===== config.mk =====
export PLATFORM = sky130hd
export DESIGN_NAME = multi_channel_stall_monitor
export DESIGN_NICKNAME = d
export VERILOG_FILES = /design/src/rtl/multi_channel_stall_monitor.sv
export SDC_FILE = /design/constraint.sdc
export NUM_CORES = 1
export LEC_CHECK = 0
export CAP_MARGIN = 20
export CORE_MARGIN = 2
export CORE_UTILIZATION = 40
export CTS_CLUSTER_SIZE = 8
export DETAILED_ROUTE_END_ITERATION = 7
export PLACE_DENSITY = 0.62
export SLEW_MARGIN = 0
export SYNTH_ARGS = -nofsm -noshare
export SYNTH_HDL_FRONTEND = slang
export SYNTH_SLANG_ARGS = --single-unit

===== constraint.sdc =====
create_clock -name clk -period 3.1 [get_ports clk]
set_input_delay 0.31 -clock clk [delete_from_list [all_inputs] [get_ports clk]]
set_output_delay 0.31 -clock clk [all_outputs]
set_load 0.02 [all_outputs]

===== src/rtl/multi_channel_stall_monitor.sv =====
// Multi-channel stall monitor: per-channel IDLE/BUSY/TIMEOUT/ERROR watchdogs with
// first-error capture, saturating event count, acknowledgeable alarm and status LED.
module multi_channel_stall_monitor #(
  parameter int  NUM_CH         = 4,
  parameter int  CNT_W          = 16,
  parameter int  TIMEOUT_CYCLES = 1000,
  parameter int  BLINK_CYCLES   = 500,
  localparam int CH_W           = (NUM_CH > 1) ? $clog2(NUM_CH) : 1
) (
  input  logic              clk,
  input  logic              rst,
  input  logic [NUM_CH-1:0] trigger,
  input  logic [NUM_CH-1:0] complete,
  input  logic [NUM_CH-1:0] err_detect,
  input  logic              ext_alarm,
  input  logic              manual_clear,
  input  logic              alarm_ack,
  output logic [NUM_CH-1:0] stall,
  output logic [NUM_CH-1:0] timeout,
  output logic [3:0]        err_code,
  output logic [CH_W-1:0]   err_ch,
  output logic [7:0]        err_count,
  output logic              status_led,
  output logic              alarm
);
  localparam int                 BLINK_W    = (BLINK_CYCLES > 1) ? $clog2(BLINK_CYCLES) : 1;
  localparam logic [CNT_W-1:0]   CNT_LAST   = CNT_W'(TIMEOUT_CYCLES - 1);
  localparam logic [BLINK_W-1:0] BLINK_LAST = BLINK_W'(BLINK_CYCLES - 1);

  typedef enum logic [1:0] {
    ST_IDLE    = 2'd0,
    ST_BUSY    = 2'd1,
    ST_TIMEOUT = 2'd2,
    ST_ERROR   = 2'd3
  } ch_state_e;

  ch_state_e          state_q [NUM_CH];
  ch_state_e          state_d [NUM_CH];
  logic [CNT_W-1:0]   cnt_q   [NUM_CH];
  logic [CNT_W-1:0]   cnt_d   [NUM_CH];
  logic               ext_q, ext_d;

  logic [NUM_CH-1:0]  stall_q, stall_d, timeout_q, timeout_d, err_view_q, err_view_d;
  logic               ext_view_q, ext_view_d;
  logic [3:0]         err_code_q, err_code_d;
  logic [CH_W-1:0]    err_ch_q, err_ch_d;
  logic [7:0]         err_count_q, err_count_d;
  logic               alarm_q, alarm_d, led_q, led_d, phase_q, phase_d;
  logic [BLINK_W-1:0] blink_cnt_q, blink_cnt_d;

  logic [NUM_CH-1:0]  in_err_s, in_to_s, data_ev_s, to_ev_s;
  logic               ext_ev_s, any_ev_s;
  logic [3:0]         code_sel_s;
  logic [CH_W-1:0]    ch_sel_s;

  // Per-channel watchdog next state; manual_clear overrides everything.
  always_comb begin
    ext_d = manual_clear ? 1'b0 : (ext_q | ext_alarm);
    for (int i = 0; i < NUM_CH; i++) begin
      state_d[i] = state_q[i];
      cnt_d[i]   = cnt_q[i];
      case (state_q[i])
        ST_IDLE: begin
          if (trigger[i]) begin
            state_d[i] = ST_BUSY;
            cnt_d[i]   = '0;
          end else begin
            state_d[i] = ST_IDLE;
          end
        end
        ST_BUSY: begin
          if (complete[i]) begin
            state_d[i] = ST_IDLE;
          end else if (err_detect[i]) begin
            state_d[i] = ST_ERROR;
          end else if (cnt_q[i] == CNT_LAST) begin
            state_d[i] = ST_TIMEOUT;
          end else begin
            cnt_d[i] = cnt_q[i] + CNT_W'(1);
          end
        end
        ST_TIMEOUT: begin
          if (complete[i]) begin
            state_d[i] = ST_IDLE;
          end else if (err_detect[i]) begin
            state_d[i] = ST_ERROR;
          end else begin
            state_d[i] = ST_TIMEOUT;
          end
        end
        ST_ERROR: state_d[i] = ST_ERROR;
        default:  state_d[i] = ST_IDLE;
      endcase
      if (manual_clear) begin
        state_d[i] = ST_IDLE;
        cnt_d[i]   = '0;
      end else begin
        cnt_d[i] = cnt_d[i];
      end
    end
  end

  // Channel state and external-alarm flag registers.
  always_ff @(posedge clk or posedge rst) begin
    if (rst) begin
      for (int i = 0; i < NUM_CH; i++) begin
        state_q[i] <= ST_IDLE;
        cnt_q[i]   <= '0;
      end
      ext_q <= 1'b0;
    end else begin
      for (int i = 0; i < NUM_CH; i++) begin
        state_q[i] <= state_d[i];
        cnt_q[i]   <= cnt_d[i];
      end
      ext_q <= ext_d;
    end
  end

  // An event is a state newly entered, seen against the last registered view.
  always_comb begin
    for (int i = 0; i < NUM_CH; i++) begin
      in_err_s[i] = (state_q[i] == ST_ERROR);
      in_to_s[i]  = (state_q[i] == ST_TIMEOUT);
    end
    data_ev_s  = in_err_s & ~err_view_q;
    to_ev_s    = in_to_s & ~timeout_q;
    ext_ev_s   = ext_q & ~ext_view_q;
    any_ev_s   = (|data_ev_s) | (|to_ev_s) | ext_ev_s;
    code_sel_s = ext_ev_s ? 4'b0100 : 4'b0000;
    ch_sel_s   = '0;
    for (int i = NUM_CH - 1; i >= 0; i--) begin
      if (to_ev_s[i]) begin
        code_sel_s = 4'b0001;
        ch_sel_s   = CH_W'(i);
      end else begin
        code_sel_s = code_sel_s;
      end
    end
    for (int i = NUM_CH - 1; i >= 0; i--) begin
      if (data_ev_s[i]) begin
        code_sel_s = 4'b0010;
        ch_sel_s   = CH_W'(i);
      end else begin
        code_sel_s = code_sel_s;
      end
    end
  end

  // Next values of the registered outputs, blink phase and views.
  always_comb begin
    stall_d     = in_to_s | in_err_s;
    timeout_d   = in_to_s;
    err_view_d  = in_err_s;
    ext_view_d  = ext_q;
    err_code_d  = err_code_q;
    err_ch_d    = err_ch_q;
    err_count_d = err_count_q;
    alarm_d     = alarm_q;
    blink_cnt_d = blink_cnt_q;
    phase_d     = phase_q;
    led_d       = 1'b0;
    if (any_ev_s) begin
      alarm_d = 1'b1;
      if (err_count_q != 8'hFF) begin
        err_count_d = err_count_q + 8'd1;
      end else begin
        err_count_d = err_count_q;
      end
      if (err_code_q == 4'b0000) begin
        err_code_d = code_sel_s;
        err_ch_d   = ch_sel_s;
      end else begin
        err_code_d = err_code_q;
      end
    end else if (alarm_ack) begin
      alarm_d = 1'b0;
    end else begin
      alarm_d = alarm_q;
    end
    // Phase starts high on the first ERROR cycle and flips every BLINK_CYCLES.
    if (|in_err_s) begin
      if (blink_cnt_q == BLINK_LAST) begin
        blink_cnt_d = '0;
        phase_d     = ~phase_q;
      end else begin
        blink_cnt_d = blink_cnt_q + BLINK_W'(1);
      end
    end else begin
      blink_cnt_d = '0;
      phase_d     = 1'b1;
    end
    if (|in_err_s) begin
      led_d = phase_d;
    end else if ((|in_to_s) || ext_q) begin
      led_d = 1'b1;
    end else begin
      led_d = 1'b0;
    end
    if (manual_clear) begin
      stall_d     = '0;
      timeout_d   = '0;
      err_view_d  = '0;
      ext_view_d  = 1'b0;
      err_code_d  = 4'b0000;
      err_ch_d    = '0;
      err_count_d = 8'd0;
      alarm_d     = 1'b0;
      blink_cnt_d = '0;
      phase_d     = 1'b1;
      led_d       = 1'b0;
    end else begin
      led_d = led_d;
    end
  end

  // Output and view registers.
  always_ff @(posedge clk or posedge rst) begin
    if (rst) begin
      stall_q     <= '0;
      timeout_q   <= '0;
      err_view_q  <= '0;
      ext_view_q  <= 1'b0;
      err_code_q  <= 4'b0000;
      err_ch_q    <= '0;
      err_count_q <= 8'd0;
      alarm_q     <= 1'b0;
      led_q       <= 1'b0;
      phase_q     <= 1'b1;
      blink_cnt_q <= '0;
    end else begin
      stall_q     <= stall_d;
      timeout_q   <= timeout_d;
      err_view_q  <= err_view_d;
      ext_view_q  <= ext_view_d;
      err_code_q  <= err_code_d;
      err_ch_q    <= err_ch_d;
      err_count_q <= err_count_d;
      alarm_q     <= alarm_d;
      led_q       <= led_d;
      phase_q     <= phase_d;
      blink_cnt_q <= blink_cnt_d;
    end
  end

  assign stall      = stall_q;
  assign timeout    = timeout_q;
  assign err_code   = err_code_q;
  assign err_ch     = err_ch_q;
  assign err_count  = err_count_q;
  assign status_led = led_q;
  assign alarm      = alarm_q;

endmodule

# After elaboration in Yosys (flattened, before gate mapping)
# Cells that the tools add are included.
classes:
  n_bitwise: 11
  addsub: 6
  n_mux: 99
  eq_ne: 38
  reduce_logical: 24
op_table:
  columns: ["operator", "n"]
  rows:
  - ["16-bit two-way mux", 20]
  - ["16-bit case mux with 2 select lines", 4]
  - ["16-bit by 1-bit adder with 16-bit output, second input constant", 4]
  - ["16-bit by 10-bit equality test with 1-bit output, second input constant", 4]
  - ["2-bit two-way mux", 31]
  - ["4-bit two-way mux", 13]
  - ["3-bit inequality test, second input constant", 16]
  - ["2-bit case mux with 4 select lines", 4]
  - ["9-bit two-way mux", 3]
  - ["8-bit two-way mux", 3]
  - ["5-bit inequality test, second input constant", 4]
  - ["5-bit AND reduction", 4]
  - ["1-bit two-way mux", 19]
  - ["2-bit equality test, second input constant", 8]
  - ["4-bit OR reduction", 4]
  - ["3-bit nonzero test", 5]
  - ["9-bit by 1-bit adder with 9-bit output, second input constant", 1]
  - ["9-bit equality test, second input constant", 1]
  - ["8-bit by 1-bit adder with 8-bit output, second input constant", 1]
  - ["4-bit AND", 2]
  - ["2-bit by 1-bit equality test with 1-bit output, second input constant", 4]
  - ["2-bit zero test", 4]
  - ["8-bit inequality test, second input constant", 1]
  - ["4-bit NOT", 2]
  - ["9 further kinds", 16]
word_totals:
  in_bits: 17
  wordCells: 198
  output_inout_bits: 24
  reg_bits: 112

# Longest topological paths before layout
# Gate-level depths: netlist of run 1.
logic_depth:
  word_depth: 14
  ltp_mapped: 8
  depth_no_buf: 7

# Least setup slack after synthesis of run 1
# No wires, ideal clock.
synth_path:
  path_type: "flip-flop to flip-flop"
  startpoint: "register state_q[3] (netlist name)"
  endpoint: "register cnt_q[30] (netlist name)"
  t_arrival_ns: 1.910
  path_stages_with_launch: 9
  required_time_ns: 2.959
  setup_ns: 0.141
  synth_period_minus_slack_ns: 2.052
  path_buffers: 1
  path_slack_ns: 1.048
  path_cell_list: "dfrtp_1 -> inv_1 -> ha_1 -> or3b_1 -> a311o_1 -> buf_6 -> nor4_4 -> xnor2_1 -> nor2_1"
synth_via:
  elab_chain_len: 3
  elab_cells_between_ends: 10
  classes_between: "eq/ne (5); mux (2); reduce/logical (3)"
synth_lines:
  columns: ["element", "line_no", "text"]
  rows:
  - ["start, declared", "37", "ch_state_e state_q [NUM_CH];"]
  - ["start signal, assigned by index", "113", "state_q[i] <= state_d[i];"]
  - ["2-bit by 1-bit equality test with 1-bit output or 2-bit zero test (tied branches)", "62", "case (state_q[i])"]
  - ["3-bit inequality test (no source line) (tied with other cells)", null, null]
  - ["5-bit AND reduction (no source line) or 16-bit two-way mux (tied branches)", null, null]
  - ["end signal, assigned by index", "114", "cnt_q[i] <= cnt_d[i];"]
  - ["end, declared", "39", "logic [CNT_W-1:0] cnt_q [NUM_CH];"]
# Parallel ways exist; a longest one is shown, timed or not.
# A chain may end at the register's enable or synchronous reset.

# Final worst setup path of run 1
layout_path:
  startpoint: "register state_q[6] (netlist name)"
  endpoint: "register cnt_q[51] (netlist name)"
# The elaborated chain is that of the path after synthesis.

==> results.cfg, run 1 <==
[status]
status = finished clean

[finish]
drive_gt1_frac = 0.0547
fillCellCount = 1389
syn2layout_area_growth_pct = 15.3
finalNetCount = 710
antenna_cells = 0

[yosys]
yosys_register_bits = 111
synth-edff-count = 0
synth_compound_area_frac = 0.0881
synth-main-ff-cell = dfrtp_1
synthArstFlopShare = 1.00
yosysWarnings = 0
netlist_instances = 633
synth_top_family_by_area = simple AND/OR/NAND/NOR gates
syn_nets = 672
synth_cell_types = 54
synthAdderAreaFrac = 0.0464
synthSimpleGateAreaFrac = 0.284
syn_area_um2 = 5940
postSynthAreaPerCell_um2 = 9.38
muxShareOfSynthArea = 0.00695
synth_xor_area_frac = 0.0767
synth_seq_area_share = 0.468

[floorplanning]
row_count = 44
start_util = 0.409
pin_count = 41
die_w_um = 126
die_area_um2 = 15800
core_um2 = 14500
die_height_um = 126

[sta]
rsz0062_at_grt = no
worst_pin_slew_ps = 1070
timing.fmax_mhz = 388
fin_skew_ps = 9.66
hold_violations = 0
min_period_ps = 2570
finalCritPeriodShare = 0.831
setup_viol = 0
relSlewSlack = 0.285
setup_tns_ps = 0
setup_slack_ps = 525
drv_slew = 0

[global_route]
met3_usage = 0.0242
grt_overflow_total = 0
grt_max_degree = 89
grt_pass1_wl_um = 21600
grt.total_usage = 0.165
grt_pass1_vias = 4615
grt_busiest_layer = met2
antenna_found_initial = 0
met1_usage = 0.215
grt_use_met2 = 0.276

[setup_path]
crit_start = state_q[6]
start_kind = flip-flop
worstSetupPathType = reg2reg
r2r_slack_ps = 530
r2r-end = cnt_q[51]
end_kind = flip-flop
r2r_start = state_q[6]
worstPathMaxFanout = 13
r2r_cells = 7
crit_end = cnt_q[51]
arrival_ps = 2850
cp.required_ps = 3380

[place]
port_buffers = 39
dpl.hpwl_um = 8970
routabilityCongestion = 0.813
place_ws_ps = 534

[pwr]
pwr-share-clk = 0.399
power_density_nw_per_um2 = 437
internal-power_mw = 2.23
seq_power_share = 0.500
combPwrFrac = 0.101
p_leak_nw = 2.84
p_switching_mw = 0.754
totalPowerFinal_mw = 2.99
p_sw_frac = 0.252
peakVddDrop_mv = 0.281

[clock_network]
htree_levels = 3
cts_setup_buffers = 0
cts_buffers = 9
worstSkewPairLatency_ps = 360
cts_max_path_buffers = 2
clkSinkCount = 111
clock_tree.root_cell = clkbuf_16
postCtsHoldBufs = 0
cts.clk_slew.worst_paths_ps = 80
ctsResizeCount = 0
cts_tree = built

[routing]
vias_per_cell = 5.44
via_count = 4676
drc = 0
detail_route.wl_per_cell_um = 14.5
drtAntennaViolNets = 0
wirelength_um = 12500
drtPass1Iterations = 5
drt-initial-drc-count = 284

[run]
max_cap_violations = 0

[min_path]
hp-class = in2async
==> Yosys cell counts, drive strengths merged (20+ instances only) <==
cell type | count | share of area
dfrtp | 110 | 0.46
nor4 | 27 | 0.036
nor2b | 24 | 0.025
inv | 26 | 0.016
nand2 | 38 | 0.024
nor3 | 20 | 0.017
nand4 | 25 | 0.026
nor2 | 81 | 0.051
a21oi | 20 | 0.017
xnor2 | 40 | 0.059
ha | 22 | 0.046
nand3 | 31 | 0.026
o21ai | 33 | 0.028
==> logic make-up after synthesis <==
| family | Yosys count |
|---|---|
| muxes | 4 |
| xor gates and xnor gates | 52 |
| and+or+nand+nor | 313 |
| other | 1 |
| AOI/OAI and AO/OA | 86 |
| DFF | 111 |
| adders and majority gates | 22 |
| buffers and inverters | 44 |
==> flip-flops by register name, indices dropped and copies added (netlist names) <==
register     count
err_code         3
state_q          8
alarm            1
timeout          4
ext_q            1
stall            4
cnt_q           64
ext_view_q       1
status_led       1
phase_q          1
blink_cnt_q      9
err_count        8
err_view_q       4
err_ch           2
==> through the flow <==
stage          utilization  instances  instance area [µm²]  hold slack (ps)
6_report             0.471        860                 6840              371
5_1_grt              0.471        860                 6840              425
4_1_cts              0.471        860                 6840              384
3_5_place_dp         0.450        844                 6540              493
3_3_place_gp         0.450        844                 6540              468
2_1_floorplan            -        633                 5940              435
==> layout by cell type (no fill, tap or decap), types with 13 or more instances in the layout <==
cell type        instances
nor3_1                  20
nand3_1                 31
nor4_1                  24
ha_1                    22
dfrtp_1                110
nand2b_1                15
inv_1                   25
nand2_1                 38
or3_1                   13
xnor2_1                 40
o21ai_0                 31
clkdlybuf4s50_1         38
nor2_1                  81
nor2b_1                 24
nand4_1                 25
a21oi_1                 20
==> critical path, cell delays in order, from the launching register on <==
cell and delay, ps:
dfrtp_1 380, inv_1 90, ha_1 250, or2_2 310
a31oi_1 800, o21bai_1 360, o21ai_0 170, a21oi_1 150
==> layer usage <==
| metal | wire length (µm) | part of all wire |
|---|---|---|
| met5 | 0 | 0 |
| met4 | 234 | 0.019 |
| met3 | 404 | 0.032 |
| met2 | 5950 | 0.48 |
| met1 | 5880 | 0.47 |
==> worst min-delay path by stage <==
stage / cells past startpoint / from / end / slack [ps]
floorplan: 2 / ext_alarm / ext_q / 430
global placement: 1 / blink_cnt_q[0] / blink_cnt_q[0] / 470
detailed placement: 1 / blink_cnt_q[0] / blink_cnt_q[0] / 490
CTS: 2 / rst / cnt_q[61] / 380
global route: 2 / rst / cnt_q[61] / 430
finish: 2 / rst / cnt_q[61] / 370
==> power groups by stage <==
stage	Combinational, mW	Clock, mW	Sequential (mW)
2_1_floorplan	0.188	0	1.53
3_3_place_gp	0.296	0	1.52
3_5_place_dp	0.306	0	1.52
4_1_cts	0.307	1.24	1.49
5_1_grt	0.342	1.29	1.50
6_report	0.302	1.19	1.49
==> cell type report <==
| type | count | area, µm² | share of cell area |
|---|---|---|---|
| clock buffers | 10 | 239 | 0.0349 |
| well taps | 184 | 230 | 0.0336 |
| multi-input cells | 478 | 2980 | 0.436 |
| flip-flops and latches | 111 | 2780 | 0.406 |
| repair buffers | 45 | 443 | 0.0647 |
| clock inverters | 6 | 68.8 | 0.0101 |
| inverters | 26 | 101 | 0.0148 |
Power figures use the tool's default switching activity.
==> inputs of run 2 (changes only) <==
- PLACE_DENSITY: 0.62 -> 0.6
- clock period: 3.1 -> 2.57 ns (I/O delays scaled with it)
==> results.cfg, run 2 (synthesized netlist as in run 1, its figures left out) <==
[place]
dpl.hpwl_um = 9190
routabilityCongestion = 0.849
place_ws_ps = 219
port_buffers = 39

[pwr]
internal-power_mw = 2.75
peakVddDrop_mv = 0.340
power_density_nw_per_um2 = 527
p_sw_frac = 0.243
pwr-share-clk = 0.400
seq_power_share = 0.497
p_switching_mw = 0.881
p_leak_nw = 2.86
combPwrFrac = 0.104

[clock_network]
clkSinkCount = 111
worstSkewPairLatency_ps = 350
htree_levels = 3
postCtsHoldBufs = 0
cts_tree = built
clock_tree.root_cell = clkbuf_16
cts_max_path_buffers = 2
cts.clk_slew.worst_paths_ps = 70
ctsResizeCount = 0
cts_setup_buffers = 0
cts_buffers = 9

[finish]
utilization = 0.473
drive_gt1_frac = 0.0574
final_cell_mix = dfrtp_1 (110), nor2_1 (81), xnor2_1 (40), nand2_1 (38), clkdlybuf4s50_1 (38)
syn2layout_area_growth_pct = 15.9
largestRegisters = cnt_q: 64 flops, blink_cnt_q: 9 flops
largest_register_ffs = 64
final_common_cell = dfrtp_1
antenna_cells = 0
fillCellCount = 1385
regMostFlops = cnt_q
finalNetCount = 713

[sta]
finalCritPeriodShare = 0.908
hold_violations = 0
relSlewSlack = 0.446
fin_skew_ps = 7.30
setup_slack_ps = 236
worst_pin_slew_ps = 830
setup_viol = 0
min_period_ps = 2330
timing.fmax_mhz = 428
setup_tns_ps = 0
rsz0062_at_grt = no
drv_slew = 0

[floorplanning]
die_height_um = 126
die_area_um2 = 15800
start_util = 0.409
die_w_um = 126
core_um2 = 14500
pin_count = 41
row_count = 44

[routing]
via_count = 4748
vias_per_cell = 5.50
drtPass1Iterations = 4
detail_route.wl_per_cell_um = 14.8
drt-initial-drc-count = 331
wirelength_um = 12700
drtAntennaViolNets = 0
drc = 0

[setup_path]
r2r_slack_ps = 240
end_kind = flip-flop
worstSetupPathType = reg2reg
cp.required_ps = 2770
start_kind = flip-flop
worstPathMaxFanout = 10
arrival_ps = 2540

[global_route]
grt_pass1_vias = 4617
grt.total_usage = 0.169
grt_max_degree = 39
antenna_found_initial = 0
grt_pass1_wl_um = 22200
grt_overflow_total = 0

[run]
max_cap_violations = 0

[min_path]
hp-class = in2reg

[status]
status = finished clean
run 2: changes by cell type in the layout (fill, tap and decap cells not counted), sizes merged:
cell      before  now
buf            7   10
inv           26   25
clkinvlp       2    1
clkinv         3    2
clkbuf        10   13
run 2: layout make-up:
| type | instances | area, µm² | area share |
|---|---|---|---|
| Tap cell | 184 | 230 | 0.0335 |
| Inverter | 26 | 101 | 0.0147 |
| Clock buffer | 13 | 270 | 0.0393 |
| Clock inverter | 3 | 40.0 | 0.00582 |
| Multi-Input combinational cell | 478 | 2980 | 0.433 |
| Sequential cell | 111 | 2780 | 0.404 |
| Timing Repair Buffer | 48 | 478 | 0.0695 |
run 2: path summary, 6_finish.rpt:
check,from,end,cells after the start
setup / recovery,state_q[3],cnt_q[28],7
min in group asynchronous,rst,status_led,2
hold / removal,manual_clear,cnt_q[0],2
max in group asynchronous,rst,cnt_q[33],3
setup reg to reg,state_q[3],cnt_q[28],7
hold reg to reg,blink_cnt_q[0],blink_cnt_q[0],1
run 2: power groups by stage:
stage | Sequential, mW | Combinational, mW | Clock (mW)
6_report | 1.80 | 0.376 | 1.45
5_1_grt | 1.81 | 0.423 | 1.57
4_1_cts | 1.80 | 0.379 | 1.50
3_5_place_dp | 1.84 | 0.378 | 0
3_3_place_gp | 1.83 | 0.368 | 0
2_1_floorplan | 1.84 | 0.227 | 0
run 2: metrics by stage:
step	power, mW	hold slack [ps]	instances	cell area (µm²)
after floorplan	2.07	382	633	5940
after global placement	2.20	476	847	6570
after detailed placement	2.21	483	847	6570
after CTS	3.68	319	863	6880
after global routing	3.80	356	863	6880
final	3.63	358	863	6880
run 2: layer usage:
metal	wire length, µm	track usage	vias up
li1	-	-	2314
met1	6100	0.230	2348
met2	6020	0.276	72
met3	394	0.0259	14
met4	233	0.0621	0
met5	0	0	-
run 2: worst max-delay path, stage by stage, from the launching register on:
cell and delay [ps]:
dfrtp_1 400, inv_1 100, ha_1 200, or3b_1 390, a311o_1 550, nor3_1 330, xnor2_1 160, nor2_1 60
